==> config.mk <==
export PLATFORM = sky130hd
export DESIGN_NAME = load_store_unit
export DESIGN_NICKNAME = d
export VERILOG_FILES = /design/src/rtl/load_store_unit.sv
export SDC_FILE = /design/constraint.sdc
export NUM_CORES = 1
export LEC_CHECK = 0
export ABC_AREA = 1
export CAP_MARGIN = 0
export CORE_UTILIZATION = 30
export CTS_CLUSTER_SIZE = 24
export DETAILED_ROUTE_END_ITERATION = 12
export HOLD_SLACK_MARGIN = 0.03
export PLACE_DENSITY = 0.57
export SYNTH_ARGS = -nofsm -noshare
export SYNTH_HDL_FRONTEND = slang
export SYNTH_SLANG_ARGS = --single-unit
==> constraint.sdc <==
create_clock -name clk -period 5.08 [get_ports clk]
set_clock_uncertainty 0.1 [all_clocks]
set_input_delay 0.762 -clock clk [delete_from_list [all_inputs] [get_ports clk]]
set_output_delay 0.762 -clock clk [all_outputs]
set_load 0.02 [all_outputs]
==> src/rtl/load_store_unit.sv <==
// load_store_unit: turns core load/store requests into word accesses on a
// single-port data memory. Loads get byte-lane extraction and sign or zero
// extension. Byte and half stores read the word first, merge the new lane and
// then write the whole word back.
// Optional feature macro: LSU_BOUNDS_CHECK_EN. When it is defined, any request
// whose word index req_addr[31:2] is >= MEM_WORDS is rejected without a memory
// access. When it is undefined, the full address goes to the memory unchecked.
module load_store_unit #(
  parameter int MEM_WORDS = 256
) (
  input  logic        clk,
  input  logic        rst,
  input  logic        req_valid,
  output logic        req_ready,
  input  logic        req_store,
  input  logic [2:0]  req_funct3,
  input  logic [31:0] req_addr,
  input  logic [31:0] req_wdata,
  output logic        resp_valid,
  output logic [31:0] resp_rdata,
  output logic        resp_error,
  output logic [31:0] mem_address,
  output logic [31:0] mem_write_data,
  output logic        mem_write_enable,
  input  logic [31:0] mem_read_data
);

  typedef enum logic [1:0] {IDLE, READ, WRITE, RESP} state_t;

  localparam logic [2:0] F3_B  = 3'b000;
  localparam logic [2:0] F3_H  = 3'b001;
  localparam logic [2:0] F3_W  = 3'b010;
  localparam logic [2:0] F3_BU = 3'b100;
  localparam logic [2:0] F3_HU = 3'b101;

  // A memory of zero words cannot be attached; stop at elaboration instead.
  generate
    if (MEM_WORDS < 1) begin : g_bad_mem_words
      $error("load_store_unit: MEM_WORDS must be at least 1");
    end
  endgenerate

  state_t      state_reg, state_next;
  logic [31:0] addr_reg;
  logic [2:0]  funct3_reg;
  logic        store_reg;
  logic [15:0] store_low_reg;   // only the low half is needed for SB/SH merges
  logic        err_reg;
  logic [31:0] rdata_reg;
  logic [31:0] mem_wdata_reg;

  logic        req_err;
  logic        req_is_sw;
  logic [31:0] load_value;
  logic [31:0] merged_word;
  logic [3:0]  lane_hit;
  logic [7:0]  sel_byte;
  logic [15:0] sel_half;

  assign req_is_sw = req_store && (req_funct3 == F3_W);

  // Classify an incoming request as legal or rejected.
  always_comb begin
    req_err = 1'b0;
    case (req_funct3)
      F3_B:    req_err = 1'b0;
      F3_H:    req_err = req_addr[0];
      F3_W:    req_err = (req_addr[1:0] != 2'b00);
      F3_BU:   req_err = req_store;
      F3_HU:   req_err = req_store | req_addr[0];
      default: req_err = 1'b1;
    endcase
`ifdef LSU_BOUNDS_CHECK_EN
    if (req_addr[31:2] >= 30'(MEM_WORDS)) begin
      req_err = 1'b1;
    end
`endif
  end

  // Pick the addressed byte and half out of the word returned by the memory.
  always_comb begin
    sel_byte = 8'h00;
    case (addr_reg[1:0])
      2'd0:    sel_byte = mem_read_data[7:0];
      2'd1:    sel_byte = mem_read_data[15:8];
      2'd2:    sel_byte = mem_read_data[23:16];
      default: sel_byte = mem_read_data[31:24];
    endcase
    sel_half = addr_reg[1] ? mem_read_data[31:16] : mem_read_data[15:0];
  end

  // Extend the selected lane to the architectural load result.
  always_comb begin
    load_value = mem_read_data;
    case (funct3_reg)
      F3_B:    load_value = {{24{sel_byte[7]}}, sel_byte};
      F3_H:    load_value = {{16{sel_half[15]}}, sel_half};
      F3_BU:   load_value = {24'h000000, sel_byte};
      F3_HU:   load_value = {16'h0000, sel_half};
      default: load_value = mem_read_data;
    endcase
  end

  // Per byte lane: take new store data when this lane is targeted, otherwise
  // keep what the memory returned. funct3[0] distinguishes half from byte.
  genvar gi;
  generate
    for (gi = 0; gi < 4; gi++) begin : g_lane
      localparam logic [1:0] LANE = 2'(gi);
      assign lane_hit[gi] = funct3_reg[0] ? (addr_reg[1] == LANE[1])
                                          : (addr_reg[1:0] == LANE);
      assign merged_word[8*gi +: 8] =
        lane_hit[gi] ? (funct3_reg[0] ? store_low_reg[8*(gi%2) +: 8]
                                      : store_low_reg[7:0])
                     : mem_read_data[8*gi +: 8];
    end
  endgenerate

  // State register; reset forces IDLE at once so a pending write is dropped.
  always_ff @(posedge clk or posedge rst) begin
    if (rst) begin
      state_reg <= IDLE;
    end else begin
      state_reg <= state_next;
    end
  end

  // Next-state selection and the state-decoded handshake/strobe outputs.
  always_comb begin
    state_next       = state_reg;
    req_ready        = 1'b0;
    resp_valid       = 1'b0;
    mem_write_enable = 1'b0;
    case (state_reg)
      IDLE: begin
        req_ready = 1'b1;
        if (req_valid) begin
          if (req_err) begin
            state_next = RESP;
          end else if (req_is_sw) begin
            state_next = WRITE;
          end else begin
            state_next = READ;
          end
        end
      end
      READ: begin
        state_next = store_reg ? WRITE : RESP;
      end
      WRITE: begin
        mem_write_enable = 1'b1;
        state_next       = RESP;
      end
      RESP: begin
        resp_valid = 1'b1;
        state_next = IDLE;
      end
      default: begin
        state_next = IDLE;
      end
    endcase
  end

  // Request latch, load result and write-data register.
  always_ff @(posedge clk or posedge rst) begin
    if (rst) begin
      addr_reg      <= 32'h0;
      funct3_reg    <= 3'b000;
      store_reg     <= 1'b0;
      store_low_reg <= 16'h0;
      err_reg       <= 1'b0;
      rdata_reg     <= 32'h0;
      mem_wdata_reg <= 32'h0;
    end else begin
      case (state_reg)
        IDLE: begin
          if (req_valid) begin
            addr_reg      <= req_addr;
            funct3_reg    <= req_funct3;
            store_reg     <= req_store;
            store_low_reg <= req_wdata[15:0];
            err_reg       <= req_err;
            rdata_reg     <= 32'h0;
            if (!req_err && req_is_sw) begin
              mem_wdata_reg <= req_wdata;
            end
          end
        end
        READ: begin
          if (store_reg) begin
            mem_wdata_reg <= merged_word;
          end else begin
            rdata_reg <= load_value;
          end
        end
        default: begin
        end
      endcase
    end
  end

  assign mem_address    = addr_reg;
  assign mem_write_data = mem_wdata_reg;
  assign resp_error     = resp_valid & err_reg;
  assign resp_rdata     = resp_valid ? rdata_reg : 32'h0;

endmodule

==> key figures, run 1 <==
Finish
  • Layout cells sized above 1: 5.47%
  • Non-Filler Instances: 1,409
  • Layout area overhead: 41.6%
  • Post-layout nets: 1,229

Global routing
  • Grt ovf: 0
  • All-Layer GR Usage: 19.8%
  • First-pass GRT wire length: ~33 mm
  • Vias in the first global route: 6,266
  • Initial antenna violation count: 2
  • Largest net degree at the start of global routing: slightly below 60

STA
  • Final hold violations: 0
  • # setup viols final: 0
  • Final Cycle Share: 68.4%
  • Setup TNS: 0 ns
  • Worst-margin pin slew: 1.19 ns
  • Max-slew headroom: 20.4%
  • RSZ-0062 raised after global routing: no
  • Slew Viols, Final: 0
  • Fmax: 288 MHz
  • Clock period minus worst slack: 3.48 ns
  • Min Hold Slack: 0.369 ns

Synth
  • Synth Area per Inst: 6.92 µm²
  • Synth top area share: 45.6%
  • Synthesis-stage register bit count: 119
  • Sequential-to-total area share from yosys stat: a little under half
  • Synth warn: 0
  • Cell Area, Synth: between 6000 and 7000 µm²
  • Number of synthesized flops with an enable pin: 0
  • Most used DFF post-synth: dfrtp_1
  • Cell count after synthesis: ~950
  • Post-synth ARST share: 100%
  • Ranking of synthesized cells by area: dfrtp_1 (46%), nand2_1 (28%), nand3_1 (6.9%), inv_1 (5.1%), o21ai_0 (2.8%)
  • Synthesized Nets: between 1,000 and 1,500
  • Cell taking the most area after synthesis: dfrtp_1
  • Most frequent cell after synthesis: nand2_1
  • Synth cell types: 32
  • Commonest cells post-synth: nand2_1 (480), dfrtp_1 (119), nand3_1 (90)

Setup path
  • Register-to-register setup slack: 2.17 ns
  • Reg2reg start: state_reg[1]$_DFFE_PP0P_
  • Max Fanout on Critical Path: 34
  • CP Data Arrival Time: 2.61 ns
  • Crit. End Element: primary output
  • Crit path required time: ~4.2 ns
  • Worst R2R End: mem_write_data[18]$_DFFE_PP0P_
  • Worst reg-to-reg path cell count: 10
  • Crit start category: register
  • Critical path class: reg -> out

Clock tree
  • Clk buf depth: 2
  • Hold buffer count at CTS: 0
  • CTS tree: done
  • Post-CTS setup buffer count: 0
  • CTS root buf: clkbuf_16
  • CTS buffer count: 17
  • H-tree depth: 4
  • Gates resized, CTS repair: 0
  • Clk_lat worst skew: 0.42 ns
  • Reg clk slew, reported paths: around 0.050 ns
  • CTS sink count: 119

Floorplan
  • Io pins: a little over 200
  • Total core area: 21,200 µm²
  • Rows: 53
  • Die width: about 150 µm
  • Initial Utilization: 30.8%
  • Die area: 22,400 µm²
  • Die H: around 150 µm

Drt
  • Via Count: 6,445
  • Met3 WL: 1.86 mm
  • WL met1: 9.27 mm
  • DR vias/cell: 4.57
  • Routed length on met2: 9.92 mm
  • Highest Signal Layer: met5
  • Starting DRC count in detailed routing: between 300 and 400
  • First-pass DRT Iterations: 5
  • Post-Route WL: roughly 21 mm
  • Final ANT Viol Nets: 0
  • Drt wl/cell: 15.2 µm
  • DRC violations left: 0

Place
  • Port buffer count: 202
  • Final GP Congestion: 0.868
  • Post-DP HPWL: 15.9 mm
  • Post-Place Cells: 1,378

Pwr
  • Max VDD drop: 0.282 mV
  • PwrDens: 632 nW/µm²
  • Pleak: 4.89 nW

Flow run
  • Max-Cap Viols: 0

Hold path
  • Min-Delay Path Class: reg -> reg
  • Worst hold endpoint: mem_write_data[5]$_DFFE_PP0P_
  • Min-delay src: mem_write_data[5]$_DFFE_PP0P_
  • Worst Hold Depth: 2

Outcome
  • Status: finished, final reports clean
-- cell families (layout without fill, tap and decap cells) --
| kind of cell | Yosys count | count (layout) | share of synthesized area (%) |
|---|---|---|---|
| AND/OR/NAND/NOR | 593 | 593 | 37.2 |
| buffers and inverters | 146 | 334 | 9.59 |
| flip-flops | 119 | 119 | 45.6 |
| AO/OA/AOI/OAI | 83 | 83 | 6.93 |
| adder cells (fa/ha/maj) | 4 | 4 | 0.766 |
| other | 0 | 1 | 0 |
-- final cells by class --
type	instances	area [µm²]
clock inverters	9	77.6
diodes	1	2.50
inverters	94	368
multi-input cells	680	2930
fillers	2220	12000
well taps	275	344
clock buffers	21	470
repair buffers	210	2080
flip-flops and latches	119	2980
-- worst max-delay path, cell delays in order (launching register included) --
cell	delay [ns]
dfrtp_1	0.38
ha_1	0.96
nand2_1	0.13
inv_1	0.09
clkdlybuf4s50_1	0.60
-- power breakdown --
| part | internal, mW | switching [mW] | total (mW) |
|---|---|---|---|
| logic | 1.14 | 1.93 | 3.07 |
| registers | 1.36 | 0.286 | 1.65 |
| clock network | 0.699 | 0.433 | 1.13 |
-- metal layers --
metal | global-route usage, % | up-vias
li1 | - | 3265
met1 | 25.2 | 2917
met2 | 31.2 | 233
met3 | 7.26 | 28
met4 | 6.07 | 2
met5 | 0 | -
-- cell usage in the layout, fill, tap and decap left out, drive strengths merged --
cell / n
dfrtp: 119
bufinv: 1
or2: 1
nand3b: 1
buf: 8
clkbuf: 21
o21ai: 38
ha: 4
a21oi: 35
nand3: 91
a31oi: 1
o211ai: 1
o22ai: 7
nor2: 8
o2111ai: 1
inv: 94
nand2: 491
clkinvlp: 3
clkdlybuf4s50: 202
nand4: 1
diode: 1
clkinv: 5
-- per-stage QoR --
stage / util, % / total power, mW / setup slack (ns) / cell area, µm²
3_3_place_gp: 41.0 / 4.71 / 1.68 / 8700
5_1_grt: 43.6 / 6.30 / 1.35 / 9250
3_5_place_dp: 41.0 / 4.74 / 1.58 / 8700
2_1_floorplan: - / 3.66 / 1.06 / 6540
6_report: 43.6 / 5.85 / 1.60 / 9260
4_1_cts: 43.6 / 5.90 / 1.53 / 9250
-- worst max path at each step --
stage,start,to,slack (ns),depth (start not counted)
2_1_floorplan,rst,err_reg$_DFFE_PP0P_,1.06,1
3_3_place_gp,req_funct3[0],mem_write_data[29]$_DFFE_PP0P_,1.68,9
3_5_place_dp,req_funct3[2],mem_write_data[15]$_DFFE_PP0P_,1.58,9
4_1_cts,state_reg[0]$_DFFE_PP0P_,resp_rdata[31],1.53,4
5_1_grt,state_reg[0]$_DFFE_PP0P_,resp_rdata[31],1.35,4
6_report,state_reg[0]$_DFFE_PP0P_,resp_rdata[27],1.60,4
Power figures use the tool's default switching activity.
==> run 2: changes to the inputs <==
--- a/config.mk
+++ b/config.mk
@@ -11,7 +11,7 @@
 export CTS_CLUSTER_SIZE = 24
 export DETAILED_ROUTE_END_ITERATION = 12
 export HOLD_SLACK_MARGIN = 0.03
-export PLACE_DENSITY = 0.57
+export PLACE_DENSITY = 0.59
 export SYNTH_ARGS = -nofsm -noshare
 export SYNTH_HDL_FRONTEND = slang
 export SYNTH_SLANG_ARGS = --single-unit
==> constraint.sdc (replaced) <==
create_clock -name clk -period 2.95 [get_ports clk]
set_clock_uncertainty 0.1 [all_clocks]
set_input_delay 0.4425 -clock clk [delete_from_list [all_inputs] [get_ports clk]]
set_output_delay 0.4425 -clock clk [all_outputs]
set_load 0.02 [all_outputs]
==> run 2 against run 1 <==
  * Core utilization up 0.78 points
  * Worst setup slack worse by 1.3 ns
  * Sequential power is 68% higher
  * Design area is 1.8% higher
  * Final cell count rose by 0.57%
  * Routed wire length up 1.3%
  * Critical path depth rose by 1
  * Highest routed layer is now met4
==> key figures, run 2 (synthesis gave the netlist of run 1 again) <==
Outcome
  • Status: finished, final reports clean

Setup path
  • Max Fanout on Critical Path: 34
  • Crit. End Element: primary output
  • Crit start category: register
  • Reg2reg start: state_reg[1]$_DFFE_PP0P_
  • Worst reg-to-reg path cell count: 8
  • Critical path class: reg -> out
  • Crit path required time: approximately 2.4 ns
  • Register-to-register setup slack: a little under 0.8 ns
  • CP Data Arrival Time: 2.06 ns
  • Worst R2R End: rdata_reg[7]$_DFFE_PP0P_

Floorplan
  • Die area: 22,400 µm²
  • Io pins: 203
  • Initial Utilization: 30.8%
  • Die width: 150 µm
  • Total core area: 21,200 µm²
  • Die H: 150 µm
  • Rows: 53

Finish
  • Most frequent cells in the layout: nand2_1 (480), clkdlybuf4s50_1 (202), dfrtp_1 (119), nand3_1 (90), inv_1 (87)
  • Layout cells sized above 1: 6.05%
  • Layout area overhead: 44.1%
  • # fillers: 2,203
  • Non-Filler Instances: 1,417
  • Post-layout nets: 1,236
  • Commonest non-fill, non-tap cell in the layout: nand2_1
  • Multi-input logic area: 2930 µm²
  • FF/Latch Area: ~3000 µm²

STA
  • # setup viols final: 0
  • Worst-margin pin slew: roughly 0.68 ns
  • Final Cycle Share: 88.3%
  • Clock period minus worst slack: about 2.6 ns
  • Slew Viols, Final: 0
  • Fmax: 384 MHz
  • Max-slew headroom: between 50 and 60%
  • RSZ-0062 raised after global routing: no
  • Final hold violations: 0
  • Setup TNS: 0 ns

Clock tree
  • CTS sink count: between 100 and 150
  • Clk_lat worst skew: approximately 0.41 ns
  • CTS root buf: clkbuf_16
  • Post-CTS setup buffer count: 0
  • Gates resized, CTS repair: 0
  • Clk buf depth: 2
  • Reg clk slew, reported paths: 0.06 ns
  • CTS tree: done
  • H-tree depth: 4
  • Hold buffer count at CTS: 0
  • CTS buffer count: 17

Drt
  • First-pass DRT Iterations: 5
  • DR vias/cell: 4.62
  • Final ANT Viol Nets: 0
  • Drt wl/cell: between 15 and 20 µm
  • Via Count: roughly 6,500
  • Post-Route WL: between 20 and 25 mm
  • Starting DRC count in detailed routing: ~520
  • DRC violations left: 0

Global routing
  • Vias in the first global route: 6,250
  • Largest net degree at the start of global routing: 40
  • Initial antenna violation count: 1
  • All-Layer GR Usage: about a fifth
  • First-pass GRT wire length: 33.3 mm
  • Grt ovf: 0

Pwr
  • Pleak: 4.97 nW
  • Max VDD drop: 0.495 mV
  • PwrDens: 1110 nW/µm²

Place
  • Final GP Congestion: 0.903
  • Post-Place Cells: 1,385
  • Post-DP HPWL: 15.9 mm
  • Port buffer count: 202

Flow run
  • Max-Cap Viols: 0

Hold path
  • Min-Delay Path Class: in -> async
-- run 2: stage by stage --
stage                     utilization (%)  setup WS (ns)  hold WS (ns)  instance area, µm²  power [mW]
final                                44.4          0.345         0.356                9420        10.4
after global routing                 44.4          0.229         0.386                9420        11.2
after CTS                            44.4          0.297         0.360                9420        10.5
after detailed placement             41.5          0.752         0.359                8800        8.23
after global placement               41.5          0.785         0.356                8800        8.18
after floorplan                         -          0.952         0.349                6540        6.30
-- run 2: layout make-up --
| cell class | instances | share of cell area [%] |
|---|---|---|
| tap | 275 | 3.65 |
| multi-input combinational | 680 | 31.1 |
| antenna | 1 | 0.0266 |
| sequential | 119 | 31.6 |
| inverter | 94 | 3.92 |
| timing repair buffer | 217 | 23.1 |
| clock buffer | 22 | 5.03 |
| clock inverter | 9 | 1.57 |
-- run 2: critical path: stages (launching register included) --
cell,delay (ns)
dfrtp_1,0.37
ha_1,0.16
buf_4,0.32
nand2_1,0.10
inv_1,0.08
clkdlybuf4s50_1,0.61
-- run 2: where the power goes --
| part | switching [mW] | total, mW | internal, mW |
|---|---|---|---|
| clock network | 0.742 | 2.21 | 1.47 |
| registers | 0.434 | 2.78 | 2.34 |
| logic | 3.41 | 5.42 | 2.01 |
| total | 4.59 | 10.4 | 5.82 |
-- run 2: metal layers --
metal / routed length (µm) / vias to the layer above / global-route usage, %
met2: 10000 / 244 / 30.9
met3: 1870 / 31 / 6.62
met4: 516 / 0 / 6.73
met1: 9280 / 2988 / 24.7
met5: 0 / - / 0
li1: - / 3285 / -
-- run 2: worst max-delay path by stage --
stage | startpoint | slack (ns) | cells past startpoint | end
after global routing | state_reg[1]$_DFFE_PP0P_ | 0.23 | 5 | resp_rdata[6]
after CTS | state_reg[0]$_DFFE_PP0P_ | 0.30 | 5 | resp_rdata[6]
final | state_reg[0]$_DFFE_PP0P_ | 0.34 | 5 | resp_rdata[6]
after global placement | state_reg[0]$_DFFE_PP0P_ | 0.78 | 5 | resp_error
after floorplan | rst | 0.95 | 1 | err_reg$_DFFE_PP0P_
after detailed placement | req_valid | 0.75 | 6 | mem_write_data[8]$_DFFE_PP0P_
==> run 3: changes to the inputs <==
--- a/config.mk
+++ b/config.mk
@@ -7,6 +7,7 @@
 export LEC_CHECK = 0
 export ABC_AREA = 1
 export CAP_MARGIN = 0
+export CORE_MARGIN = 2
 export CORE_UTILIZATION = 30
 export CTS_CLUSTER_SIZE = 24
 export DETAILED_ROUTE_END_ITERATION = 12
==> run 3 against run 2 <==
  * First-iteration DRC count grew 9.6%
  * Via count shrank 1.4%
  * Sequential cell count is the same
  * Critical path type unchanged
  * Largest power group unchanged
  * Die area grew 2.7%
==> key figures, run 3 (synthesis gave the netlist of run 1 again) <==
STA
  • Slew Viols, Final: 0
  • Clock period minus worst slack: 2.58 ns
  • Worst-margin pin slew: slightly above 0.7 ns
  • # setup viols final: 0
  • Setup TNS: 0 ns
  • RSZ-0062 raised after global routing: no
  • Min Hold Slack: 0.372 ns
  • Final hold violations: 0
  • Final Cycle Share: 87.3%
  • Fmax: 388 MHz
  • Max-slew headroom: around half
  • Final WS setup: 0.375 ns

Setup path
  • CP cell instances: ha_1 > buf_4 > nand2_1 > inv_1 > clkdlybuf4s50_1
  • Largest delay share family, worst path: buffers and inverters
  • Crit. End Element: primary output
  • Critical path class: reg -> out
  • Buf+Inv Stages, Crit Path: 3
  • Crit start category: register
  • Max Fanout on Critical Path: 34
  • CP Data Arrival Time: 2.03 ns
  • Crit path required time: 2.41 ns
  • Slowest cell on crit path: clkdlybuf4s50_1
  • Max incr delay on CP: 0.62 ns

Pwr
  • Overall power: 10.4 mW
  • Pleak: 4.95 nW
  • Max VDD drop: 0.591 mV
  • PwrDens: 1110 nW/µm²

Floorplan
  • Initial Utilization: 30.2%
  • Io pins: 203
  • Die area: about 23,000 µm²
  • Die width: 152 µm
  • Die H: 152 µm
  • Rows: 54
  • Total core area: 21,600 µm²

Clock tree
  • CTS root buf: clkbuf_16
  • Post-CTS setup buffer count: 0
  • CTS buffer count: 17
  • H-tree depth: 4
  • Clk_lat worst skew: roughly 0.42 ns
  • Gates resized, CTS repair: 0
  • CTS sink count: 119
  • Reg clk slew, reported paths: approximately 0.050 ns
  • CTS tree: done
  • Hold buffer count at CTS: 0
  • Clk buf depth: 2

Finish
  • Commonest non-fill, non-tap cell in the layout: nand2_1
  • Layout area overhead: 43.6%
  • Post-layout nets: 1,234
  • Layout cells sized above 1: 5.96%
  • Most frequent cells in the layout: nand2_1 (480), clkdlybuf4s50_1 (202), dfrtp_1 (119), nand3_1 (90), inv_1 (87)
  • # fillers: about 2,200

Drt
  • Final ANT Viol Nets: 0
  • Post-Route WL: 21.9 mm
  • Starting DRC count in detailed routing: 571
  • First-pass DRT Iterations: 5
  • DRC violations left: 0
  • Highest Signal Layer: met4
  • Via Count: between 6,000 and 7,000
  • Met3 WL: 1.81 mm
  • Routed length on met2: 9.96 mm
  • Drt wl/cell: around 15 µm
  • WL met1: 9.74 mm
  • DR vias/cell: 4.54

Global routing
  • Grt ovf: 0
  • Vias in the first global route: 6,484
  • All-Layer GR Usage: between 10% and 20%
  • Initial antenna violation count: 1
  • First-pass GRT wire length: 34.6 mm
  • Largest net degree at the start of global routing: 88

Place
  • Place WS: 0.545 ns
  • Final GP Congestion: 0.904
  • Port buffer count: 202
  • Post-DP HPWL: 16.1 mm

Flow run
  • Max-Cap Viols: 0

Outcome
  • Status: finished, final reports clean

Hold path
  • Min-Delay Path Class: reg -> reg
## run 3: worst min-delay path: stages, from the launching register on
cell and delay, ns:
dfrtp_1 0.34, nand2_1 0.05, nand2_1 0.05
## run 3: final timing paths
path / startpoint / endpoint / slack [ns] / cells past startpoint
max in group asynchronous: rst / store_low_reg[14]$_DFFE_PP0P_ / 1.94 / 3
worst min-delay path: mem_write_data[7]$_DFFE_PP0P_ / mem_write_data[7]$_DFFE_PP0P_ / 0.37 / 2
worst max-delay path: state_reg[0]$_DFFE_PP0P_ / resp_error / 0.37 / 5
worst max register to register: funct3_reg[0]$_DFFE_PP0P_ / rdata_reg[4]$_DFFE_PP0P_ / 0.73 / 7
worst min register to register: mem_write_data[7]$_DFFE_PP0P_ / mem_write_data[7]$_DFFE_PP0P_ / 0.37 / 2
min in group asynchronous: rst / mem_address[22]$_DFFE_PP0P_ / 0.41 / 3
## run 3: final cells by class
class / instances / area (µm²) / share of cell area [%]
sequential: 119 / 2980 / 31.7
multi-input combinational: 680 / 2930 / 31.2
timing repair buffer: 215 / 2140 / 22.9
clock buffer: 21 / 460 / 4.91
inverter: 94 / 369 / 3.93
tap: 280 / 350 / 3.73
clock inverter: 11 / 148 / 1.57
antenna: 1 / 2.50 / 0.0267
## run 3: power by group
part           leakage, nW  switching [mW]  internal [mW]
registers             1.51           0.456           2.34
clock network        0.297           0.781           1.37
logic                 3.14            3.41           2.01
total                 4.95            4.65           5.73
## run 3: per-layer routing
| layer | global-route usage (%) | vias up |
|---|---|---|
| li1 | - | 3280 |
| met1 | 25.7 | 2929 |
| met2 | 31.5 | 221 |
| met3 | 6.65 | 24 |
| met4 | 5.28 | 0 |
| met5 | 0 | - |
## run 3: per-stage QoR
step	cells	area [µm²]	util, %
floorplan	945	6540	-
global placement	1388	8770	40.6
detailed placement	1388	8770	40.6
CTS	1420	9380	43.4
global route	1420	9380	43.4
finish	1421	9390	43.4
